### src/rtl/ex_hazard_stall_unit.sv
// Hazard controller fed by the EX-stage control registers: load-use bubbles,
// taken-branch flushes and a multi-cycle mul/div wait with a saturating stall counter.
module ex_hazard_stall_unit #(
  parameter int unsigned RegAddrBits  = 5,
  parameter int unsigned MulDivCycles = 32,
  parameter int unsigned StatBits     = 16
) (
  input  logic                   clock_i,
  input  logic                   reset_i,
  input  logic                   clock_enable_i,
  input  logic                   tick_i,
  input  logic [RegAddrBits-1:0] id_rs1_i,
  input  logic [RegAddrBits-1:0] id_rs2_i,
  input  logic                   id_uses_rs1_i,
  input  logic                   id_uses_rs2_i,
  input  logic                   ex_reg_write_i,
  input  logic                   ex_mem_read_i,
  input  logic [RegAddrBits-1:0] ex_rd_i,
  input  logic                   ex_mul_div_start_i,
  input  logic                   ex_branch_taken_i,
  output logic                   stall_pc_o,
  output logic                   stall_if_id_o,
  output logic                   stall_id_ex_o,
  output logic                   flush_if_id_o,
  output logic                   flush_id_ex_o,
  output logic                   mul_div_busy_o,
  output logic [StatBits-1:0]    load_use_stalls_o
);

  typedef enum logic {
    RUN         = 1'b0,
    MULDIV_WAIT = 1'b1
  } state_e;

  // The start cycle is itself a stall, so the counter covers the remaining cycles.
  localparam logic [7:0]          CntLoad = 8'(MulDivCycles - 1);
  localparam logic [StatBits-1:0] StatMax = '1;

  generate
    if (MulDivCycles < 1 || MulDivCycles > 255) begin : g_bad_muldiv_cycles
      $error("MulDivCycles must lie in 1..255");
    end
  endgenerate

  state_e              state_q, state_d;
  logic [7:0]          cnt_q, cnt_d;
  logic [StatBits-1:0] lu_stalls_q, lu_stalls_d;

  logic advance;
  logic rs1_hit, rs2_hit, load_use;
  logic stall_pc, stall_if_id, stall_id_ex, flush_if_id, flush_id_ex, busy;

  assign advance  = clock_enable_i & tick_i;
  assign rs1_hit  = id_uses_rs1_i & (id_rs1_i == ex_rd_i);
  assign rs2_hit  = id_uses_rs2_i & (id_rs2_i == ex_rd_i);
  assign load_use = ex_reg_write_i & ex_mem_read_i & (ex_rd_i != '0) & (rs1_hit | rs2_hit);

  always_comb begin
    state_d     = state_q;
    cnt_d       = cnt_q;
    lu_stalls_d = lu_stalls_q;
    stall_pc    = 1'b0;
    stall_if_id = 1'b0;
    stall_id_ex = 1'b0;
    flush_if_id = 1'b0;
    flush_id_ex = 1'b0;
    busy        = 1'b0;

    case (state_q)
      RUN: begin
        if (ex_branch_taken_i) begin
          flush_if_id = 1'b1;
          flush_id_ex = 1'b1;
        end else if (ex_mul_div_start_i) begin
          stall_pc    = 1'b1;
          stall_if_id = 1'b1;
          stall_id_ex = 1'b1;
          state_d     = MULDIV_WAIT;
          cnt_d       = CntLoad;
        end else if (load_use) begin
          stall_pc    = 1'b1;
          stall_if_id = 1'b1;
          flush_id_ex = 1'b1;
          if (lu_stalls_q != StatMax) begin
            lu_stalls_d = lu_stalls_q + StatBits'(1);
          end
        end
      end

      MULDIV_WAIT: begin
        busy = 1'b1;
        if (cnt_q != 8'd0) begin
          stall_pc    = 1'b1;
          stall_if_id = 1'b1;
          stall_id_ex = 1'b1;
          cnt_d       = cnt_q - 8'd1;
        end else begin
          state_d = RUN;
        end
      end

      default: state_d = RUN;
    endcase
  end

  always_ff @(posedge clock_i or posedge reset_i) begin
    if (reset_i) begin
      state_q     <= RUN;
      cnt_q       <= 8'd0;
      lu_stalls_q <= '0;
    end else if (advance) begin
      state_q     <= state_d;
      cnt_q       <= cnt_d;
      lu_stalls_q <= lu_stalls_d;
    end
  end

  // Mask while reset is held so stalls drop in the same cycle reset rises.
  assign stall_pc_o        = stall_pc    & ~reset_i;
  assign stall_if_id_o     = stall_if_id & ~reset_i;
  assign stall_id_ex_o     = stall_id_ex & ~reset_i;
  assign flush_if_id_o     = flush_if_id & ~reset_i;
  assign flush_id_ex_o     = flush_id_ex & ~reset_i;
  assign mul_div_busy_o    = busy        & ~reset_i;
  assign load_use_stalls_o = lu_stalls_q;

endmodule

### config.mk
export PLATFORM = sky130hd
export DESIGN_NAME = ex_hazard_stall_unit
export DESIGN_NICKNAME = d
export VERILOG_FILES = /design/src/rtl/ex_hazard_stall_unit.sv
export SDC_FILE = /design/constraint.sdc
export NUM_CORES = 1
export LEC_CHECK = 0
export CAP_MARGIN = 10
export CELL_PAD_IN_SITES_DETAIL_PLACEMENT = 0
export CELL_PAD_IN_SITES_GLOBAL_PLACEMENT = 1
export CORE_MARGIN = 4
export CORE_UTILIZATION = 33
export DETAILED_ROUTE_END_ITERATION = 8
export PLACE_DENSITY = 0.88
export SYNTH_ARGS = -nofsm -noshare
export SYNTH_HDL_FRONTEND = slang
export SYNTH_SLANG_ARGS = --single-unit
### constraint.sdc
create_clock -name clock_i -period 2.6 [get_ports clock_i]
set_clock_uncertainty 0.15 [all_clocks]
set_input_delay 0.39 -clock clock_i [delete_from_list [all_inputs] [get_ports clock_i]]
set_output_delay 0.39 -clock clock_i [all_outputs]
set_load 0.01 [all_outputs]
Word-level counts from Yosys, hierarchy flattened --
Index checks and enable logic that the tools add are counted.
Storage, ports and cells: word-level logic and storage cells 49, input bits 25, output and inout bits 22, bits in registers 25
Operators by class: reductions and logical operators 4, muxes and demuxes 18, eq/ne operators 6, bitwise gates (word level) 16, add/subtract/negate cells 2
Operator list (number):
- $mux W8 | 3
- $add A16 B1 Y16 const B | 1
- $ne A16 B16 Y1 const B | 1
- $pmux W8 S2 | 1
- $mux W1 | 12
- $and A1 B1 Y1 | 11
- $eq A5 B5 Y1 | 2
- $reduce_bool A8 Y1 | 1
- $sub A8 B1 Y8 const B | 1
- $reduce_and A6 Y1 | 1
- $reduce_bool A5 Y1 | 1
- $ne A2 B2 Y1 const B | 2
- $not A1 Y1 | 4
- $pmux W1 S2 | 2
- $reduce_and A4 Y1 | 1
- $ne A2 B1 Y1 const B | 1
- $or A1 B1 Y1 | 1

Longest topological paths before layout --
Gate-level depths: netlist (run 1).
depth after elaboration 9, depth in mapped cells 9, gate-level depth less buffers 8

Worst setup path before layout (run 1) --
No wires, ideal clock.
path kind input-to-output, from input ex_rd_i[1], to output stall_pc_o, buffers on the path 1, setup slack 114 ps, required time 2060 ps, cell stages on the path 6, data arrival time 1946 ps, cells stage by stage xnor2_1 nand4_1 o22ai_1 nand2_1 a2111oi_0 buf_4
Between the ends: word-level cells in the longest chain between the ends 9, elaborated cells between the ends (all ways) 13, those cells by class eq/ne (2); mux (4); bitwise (6); reduce/logical (1)
Ends and longest elaborated chain:
- from (decl) | line 18 | input logic [RegAddrBits-1:0] ex_rd_i,
- $eq A5 B5 Y1 (on tied branches) | line 54, 55
- $and A1 B1 Y1 (on tied branches) | line 54, 55
- $or A1 B1 Y1 | line 56 | assign load_use = ex_reg_write_i & ex_mem_read_i & (ex_rd_i != '0) & (rs1_hit | rs2_hit);
- $and A1 B1 Y1 (*) | line 56
- $mux W1 (*) (3 in series)
- $pmux W1 S2 (*)
- $and A1 B1 Y1 (*)
- to (decl) | line 21 | output logic stall_pc_o,
Mark *: on every way between the ends. The rest lies on a longest branch, timed or not.

Worst setup path after layout (run 1) --
from input id_rs1_i[0], to output stall_pc_o
Between the ends: word-level cells in the longest chain between the ends 9
Ends and longest elaborated chain:
- from (decl) | line 12 | input logic [RegAddrBits-1:0] id_rs1_i,
- $eq A5 B5 Y1 | line 54 | assign rs1_hit = id_uses_rs1_i & (id_rs1_i == ex_rd_i);
- $and A1 B1 Y1 | line 54
- $or A1 B1 Y1 | line 56
- $and A1 B1 Y1 | line 56
- $mux W1 | line 80 | end else if (load_use) begin
- $mux W1 | line 74 | end else if (ex_mul_div_start_i) begin
- $mux W1 | line 71 | if (ex_branch_taken_i) begin
- $pmux W1 S2 | line 69 | case (state_q)
- $and A1 B1 Y1 | line 119 | assign stall_pc_o = stall_pc & ~reset_i;
Every way passes these cells.

==> results of run 1 <==
==> cell families after synthesis <==
| group | Yosys count | synth area share |
|---|---|---|
| fa+ha+maj | 3 | 0.0260 |
| simple gates | 73 | 0.261 |
| buf+inv | 15 | 0.0443 |
| compound gates | 18 | 0.0825 |
| flops | 25 | 0.434 |
| xor+xnor | 25 | 0.152 |
==> stage by stage <==
step | instances | instance area (um^2) | utilization
floorplan | 159 | 1440 | -
global placement | 259 | 2010 | 0.487
detailed placement | 259 | 2010 | 0.487
CTS | 264 | 2060 | 0.500
global route | 264 | 2100 | 0.510
finish | 264 | 2100 | 0.510
==> path summary, 6_finish.rpt <==
kind                                            start                    end  slack [ps]  cells past startpoint
max in group asynchronous                     reset_i   load_use_stalls_o[6]        1550                      3
worst max-delay path                      id_rs1_i[0]             stall_pc_o         120                      8
worst max register to register   load_use_stalls_o[0]   load_use_stalls_o[8]         440                      7
min in group asynchronous                     reset_i               cnt_q[7]         500                      3
worst min-delay path            load_use_stalls_o[15]  load_use_stalls_o[15]         350                      1
worst min register to register  load_use_stalls_o[15]  load_use_stalls_o[15]         350                      1
==> power by group through the flow <==
stage	Combinational [uW]	Clock (uW)	Sequential, uW
global placement	235	0	466
global route	269	262	469
detailed placement	238	0	467
CTS	237	247	461
finish	240	238	461
floorplan	132	0	463
==> synth_stat cells, drive strengths merged <==
| cell | count |
|---|---|
| o31ai | 2 |
| nor4 | 5 |
| dfrtp | 25 |
| nand3 | 5 |
| clkbuf | 1 |
| a31oi | 3 |
| a21o | 1 |
| nor2b | 2 |
| nor2 | 12 |
| a21oi | 5 |
| nor3 | 5 |
| o22ai | 2 |
| nor4bb | 1 |
| o311a | 1 |
| or2 | 1 |
| inv | 10 |
| xor2 | 2 |
| a22o | 1 |
| buf | 4 |
| nand4 | 12 |
| and4 | 1 |
| and3 | 3 |
| nand2 | 20 |
| and2 | 2 |
| a2111oi | 1 |
| o21bai | 1 |
| o21ai | 1 |
| ha | 3 |
| nand3b | 1 |
| or3 | 3 |
| xnor2 | 23 |
==> what timing repair did <==
item	4_1_cts	5_1_grt
pin swaps	2	10
gates resized for setup	17	12
endpoints found under the setup margin	3	3
setup buffers	1	0
==> sequential cells by signal, indices dropped and copies added (netlist names) <==
| signal | count |
|---|---|
| load_use_stalls_o | 16 |
| state_q | 1 |
| cnt_q | 8 |
==> area by class of cell <==
type / instances / area [um^2] / area share
Multi-Input combinational cell: 119 / 779 / 0.371
Sequential cell: 25 / 626 / 0.298
Timing Repair Buffer: 56 / 547 / 0.260
Tap cell: 50 / 62.6 / 0.0298
Clock buffer: 3 / 41.3 / 0.0197
Inverter: 10 / 37.5 / 0.0179
Clock inverter: 1 / 7.51 / 0.00357
==> routing by layer <==
metal | global-route usage | up-vias
met5 | 0 | -
met4 | 0.0121 | 0
met3 | 0.0284 | 2
met2 | 0.231 | 25
met1 | 0.172 | 624
li1 | - | 666
==> layout by cell type (no fill, tap or decap), drive strengths merged, types with 5 or more instances in the layout <==
master / Yosys / final
nand3: 5 / 5
nor4: 5 / 5
a21oi: 5 / 5
dfrtp: 25 / 25
xnor2: 23 / 23
nand2: 20 / 20
clkdlybuf4s50: 0 / 29
nor2: 12 / 12
nor3: 5 / 5
inv: 10 / 10
buf: 4 / 12
dlygate4sd2: 0 / 6
nand4: 12 / 12
dlymetal6s2s: 0 / 9
==> Implementation_results.wiki, run 1 <==
{| class="wikitable"
! Metric !! Value
|-
| Number of synthesized register bits || 25
|-
| Number of antenna-violating nets in the routed design || 0
|-
| Clock latency at the later pin of the worst-skew pair || 270 ps
|-
| P_sw || 282 uW
|-
| Number of filler cells placed in the layout || 409
|-
| Vias post-DR || 1317
|-
| Worst hold path type || register to register
|-
| Post-layout total power || 939 uW
|-
| Number of nets in the synthesized netlist || 187
|-
| Share of total power in sequential cells || 0.491
|-
| Type of origin of the critical path || input pin
|-
| Effective utilization at floorplan || 0.350
|-
| Reported leakage power || 0.000941 uW
|-
| Wire length on met1 || 1570 um
|-
| Net switching share of the total power || 0.300
|-
| Detailed route wirelength on metal2 || 1700 um
|-
| Hold slack || 351 ps
|-
| Die height || 74.1 um
|-
| Crit path arrival time || 1940 ps
|-
| Highest net fanout along the worst path || 2
|-
| Clock tree from TritonCTS || done
|-
| Largest net degree at the start of global routing || 26
|-
| Initial antenna violation count || 0
|-
| Worst slew margin || 0.705
|-
| Avg Vias per Cell || 4.99
|-
| Global router's overall resource usage || 0.131
|-
| Max Transition Viols Final || 0
|-
| Share of synthesized area occupied by flip-flops and latches || 0.434
|-
| TritonCTS Sinks || 25
|-
| Yosys warning total || 0
|-
| Cell taking the most area after synthesis || dfrtp_1
|-
| Req. time, crit path || 2060 ps
|-
| Slowest library cell on the worst path || clkdlybuf4s50_1
|-
| Part of the power in combinational logic || 0.255
|-
| Std-Cell Core Area || 0.00412 mm^2
|-
| Number of clock buffers inserted by TritonCTS || 3
|-
| Top achievable clock speed || 0.403 GHz
|-
| Num ports || 47
|-
| Wire length of the first global-routing pass || 5800 um
|-
| Final Routed Wirelength || 3440 um
|-
| Signed area change from the synthesized netlist to the final layout || 45.7%
|-
| Worst path bufs/invs || 3
|-
| Clock network power share || 0.254
|-
| Via count of the first global-routing pass || 1292
|-
| Final Worst Setup Slack || 116 ps
|-
| Wire per inst || 13.0 um
|-
| Setup repair after global routing missed its margin || false
|-
| Slew at the pin with the worst max-slew slack || 438 ps
|-
| Level count of the clock H-tree || 1
|-
| Post-layout min period || 2480 ps
|-
| Final TNS setup || 0 ps
|-
| Outcome || finished, final reports clean
|-
| First-pass iteration count of the detailed router || 4
|-
| Count of unique library cells instantiated by Yosys || 33
|-
| Area of the die || 0.00549 mm^2
|-
| Final worst path period share || 0.955
|-
| Maximum buffer depth of the clock tree || 2
|-
| Area fraction of the dominant cell type after synthesis || 0.434
|-
| Ratio of cells with drive above 1 in the final layout || 0.0981
|-
| Post-placement worst setup slack || -516 ps
|-
| Uppermost metal layer occupied by signal nets || met4
|-
| CP top delay family || buffers and inverters
|-
| Clock slew at the register clock pins of the worst setup and hold paths || 90 ps
|-
| Root Buffer || clkbuf_8
|-
| Gpl congestion || 0.750
|-
| Worst setup path class || input pin to output pin
|-
| List of cells traversed by the critical path || clkdlybuf4s50_1 > xnor2_1 > nand2_1 > o22ai_2 > nand2_2 > a2111oi_4 > buf_4 > buf_2
|-
| Number of standard cells after synthesis || 159
|-
| Power density of the placed cells || 447 mW/mm^2
|-
| Post-detailed-placement half-perimeter wirelength || 2620 um
|-
| IR Drop Worst-Case VDD || 0.391 mV
|-
| CP max stage delay || 470 ps
|-
| Cell Area, Synth || 0.00144 mm^2
|-
| Top cells by area in the synthesized netlist || dfrtp_1 (43%), xnor2_1 (14%), nand2_1 (5.2%)
|-
| Global route total overflow || 0
|-
| DRC errors left || 0
|-
| Max-cap viol count || 0
|-
| Buffers on Ports || 46
|-
| Final Hold Viols || 0
|-
| Nets || 243
|-
| Number of buffers inserted by hold repair at cts || 0
|-
| First DRT Iteration DRCs || 54
|-
| Met3 wire length || 156 um
|-
| Internal Pwr Total || 658 uW
|-
| Avg Inst Size Synth || 9.07 um^2
|-
| Diodes inserted || 0
|-
| Num rows || 23
|-
| Setup Viol. Count Final || 0
|-
| Capturing element type of the critical path || output pin
|-
| Horizontal die dimension || 74.1 um
|}
(Power assumes the default switching activity.)
==> run 2: changes to the inputs <==
--- a/config.mk
+++ b/config.mk
@@ -8,7 +8,6 @@
 export CAP_MARGIN = 10
 export CELL_PAD_IN_SITES_DETAIL_PLACEMENT = 0
 export CELL_PAD_IN_SITES_GLOBAL_PLACEMENT = 1
-export CORE_MARGIN = 4
 export CORE_UTILIZATION = 33
 export DETAILED_ROUTE_END_ITERATION = 8
 export PLACE_DENSITY = 0.88
==> run 2 against run 1 <==
Sequential cell count unchanged. Setup slack worse by 45 ps. Highest routed layer unchanged. Critical path depth stayed put. Worst hold slack worse by 12 ps. Power down 0.49%. Sequential share of layout area is 0.14 points higher. Wire length down 6.7%. Core utilization rose by 0.11 points. Cell count is 0.76% higher. Critical endpoint is now stall_if_id_o. Combinational power hardly changed. First-iteration DRC count shrank 20%. Register-to-register slack hardly changed.
==> Implementation_results.wiki, run 2 (synthesized netlist as in run 1, its figures left out) <==
{| class="wikitable"
! Metric !! Value
|-
| Max-cap viol count || 0 (unchanged)
|-
| Max reg flops || 16 (unchanged)
|-
| Post-detailed-placement half-perimeter wirelength || 2390 um (-8.8%)
|-
| Clock tree from TritonCTS || done
|-
| Reported leakage power || 0.000874 uW (-7.1%)
|-
| Die height || 68.1 um (-8.1%)
|-
| Max Transition Viols Final || 0 (unchanged)
|-
| Via count of the first global-routing pass || 1236 (-4.3%)
|-
| Vias post-DR || 1307 (-0.76%)
|-
| Effective utilization at floorplan || 0.353 (+0.00247)
|-
| IR Drop Worst-Case VDD || 0.417 mV (+6.7%)
|-
| Final Hold Viols || 0 (unchanged)
|-
| Diodes inserted || 0 (unchanged)
|-
| Commonest cells after routing, fill and taps aside || clkdlybuf4s50_1 (37), dfrtp_1 (25), xnor2_1 (23)
|-
| Num rows || 23 (unchanged)
|-
| Slew at the pin with the worst max-slew slack || 455 ps (+16.8 ps)
|-
| Clock slew at the register clock pins of the worst setup and hold paths || 90 ps (about the same)
|-
| TritonCTS Sinks || 25 (unchanged)
|-
| Root Buffer || clkbuf_8
|-
| Crit path arrival time || 1990 ps (+50 ps)
|-
| Worst slew margin || 0.694 (-0.0113)
|-
| Buffers on Ports || 46 (unchanged)
|-
| Slowest library cell on the worst path || clkdlybuf4s50_1
|-
| Signed area change from the synthesized netlist to the final layout || 45.1%
|-
| Number of clock buffers inserted by TritonCTS || 3 (unchanged)
|-
| Number of antenna-violating nets in the routed design || 0 (unchanged)
|-
| Maximum buffer depth of the clock tree || 2 (unchanged)
|-
| List of cells traversed by the critical path || clkdlybuf4s50_1 > xnor2_1 > nand4_1 > o22ai_2 > nand2_2 > a2111oi_4 > buf_4 > buf_2
|-
| Post-layout total power || 935 uW (-0.49%)
|-
| Avg Vias per Cell || 4.91 (-1.5%)
|-
| Req. time, crit path || 2060 ps (about the same)
|-
| Largest net degree at the start of global routing || 26 (unchanged)
|-
| Clock latency at the later pin of the worst-skew pair || 270 ps (about the same)
|-
| Final TNS setup || 0 ps (unchanged)
|-
| Horizontal die dimension || 68.1 um (-8.1%)
|-
| Global router's overall resource usage || 0.157 (+0.0255)
|-
| Level count of the clock H-tree || 1 (unchanged)
|-
| Capturing element type of the critical path || output pin
|-
| CP max stage delay || 480 ps (about the same)
|-
| Highest net fanout along the worst path || 2 (unchanged)
|-
| Final worst path period share || 0.973 (+0.0174)
|-
| Wire length of the first global-routing pass || 5570 um (-4.0%)
|-
| Worst setup path class || input pin to output pin
|-
| Std-Cell Core Area || 0.00409 mm^2 (-0.70%)
|-
| Top achievable clock speed || 0.395 GHz (-1.8%)
|-
| Area of the die || 0.00464 mm^2 (-16%)
|-
| Most common cell after layout, fill and taps aside || clkdlybuf4s50_1
|-
| First-pass iteration count of the detailed router || 4 (unchanged)
|-
| Num ports || 47 (unchanged)
|-
| Worst hold path type || register to register
|-
| Outcome || finished, final reports clean
|-
| DRC errors left || 0 (unchanged)
|-
| Initial antenna violation count || 0 (unchanged)
|-
| Number of buffers inserted by hold repair at cts || 0 (unchanged)
|-
| Power density of the placed cells || 447 mW/mm^2 (about the same)
|-
| Nets || 245 (+0.82%)
|-
| Wire per inst || 12.1 um (-7.4%)
|-
| Ratio of cells with drive above 1 in the final layout || 0.106 (+0.00835)
|-
| Gpl congestion || 0.804 (+7.2%)
|-
| Hold slack || 338 ps (-12.5 ps)
|-
| Setup Viol. Count Final || 0 (unchanged)
|-
| Type of origin of the critical path || input pin
|-
| Global route total overflow || 0 (unchanged)
|-
| Final Routed Wirelength || 3210 um (-6.7%)
|-
| Post-layout min period || 2530 ps (+45.3 ps)
|-
| First DRT Iteration DRCs || 43 (-20%)
|}
run 2: critical path, delay by kind of cell:
kind / cells / cell delay [ps]
buffers and inverters: 3 / 750
AO/OA/AOI/OAI: 2 / 500
AND/OR/NAND/NOR: 2 / 230
XOR/XNOR: 1 / 120
run 2: area by class of cell:
| type | count | area (um^2) |
|---|---|---|
| tap | 50 | 62.6 |
| timing repair buffer | 58 | 537 |
| multi-input combinational | 119 | 779 |
| clock buffer | 3 | 41.3 |
| sequential | 25 | 626 |
| clock inverter | 1 | 7.51 |
| fill | 389 | 2000 |
| inverter | 10 | 37.5 |
run 2: final timing paths:
kind	from	end	slack [ps]	cells after the start
max	id_rs1_i[2]	stall_if_id_o	70	8
min	load_use_stalls_o[4]	load_use_stalls_o[4]	340	1
max reg2reg	load_use_stalls_o[1]	load_use_stalls_o[7]	430	7
min reg2reg	load_use_stalls_o[4]	load_use_stalls_o[4]	340	1
max in group asynchronous	reset_i	load_use_stalls_o[0]	1530	3
min in group asynchronous	reset_i	load_use_stalls_o[11]	520	3
run 2: where the power goes:
group / total (uW) / switching (uW) / internal, uW
logic: 239 / 114 / 125
clock network: 237 / 128 / 109
registers: 459 / 33.2 / 426
total: 935 / 275 / 659
run 2: routing by layer:
metal / track usage / part of all wire / vias to the layer above
li1: - / - / 675
met1: 0.196 / 0.48 / 609
met2: 0.278 / 0.49 / 21
met3: 0.0400 / 0.029 / 2
met4: 0.0156 / 0.0022 / 0
met5: 0 / 0 / -
run 2: through the flow:
step           cell area [um^2]  instances  worst slack (ps)  utilization
6_report                   2090        266              70.5        0.512
5_1_grt                    2090        266             -26.3        0.512
4_1_cts                    2080        265             0.589        0.508
3_5_place_dp               2010        260              -529        0.493
3_3_place_gp               2010        260              -506        0.493
2_1_floorplan              1440        159               114            -
run 2: what timing repair did:
action                                  CTS  global route
pin swaps                                 1             1
resized for setup                        14             6
buffers inserted                          1             1
gates cloned                              0             0
endpoints found under the setup margin    3             4
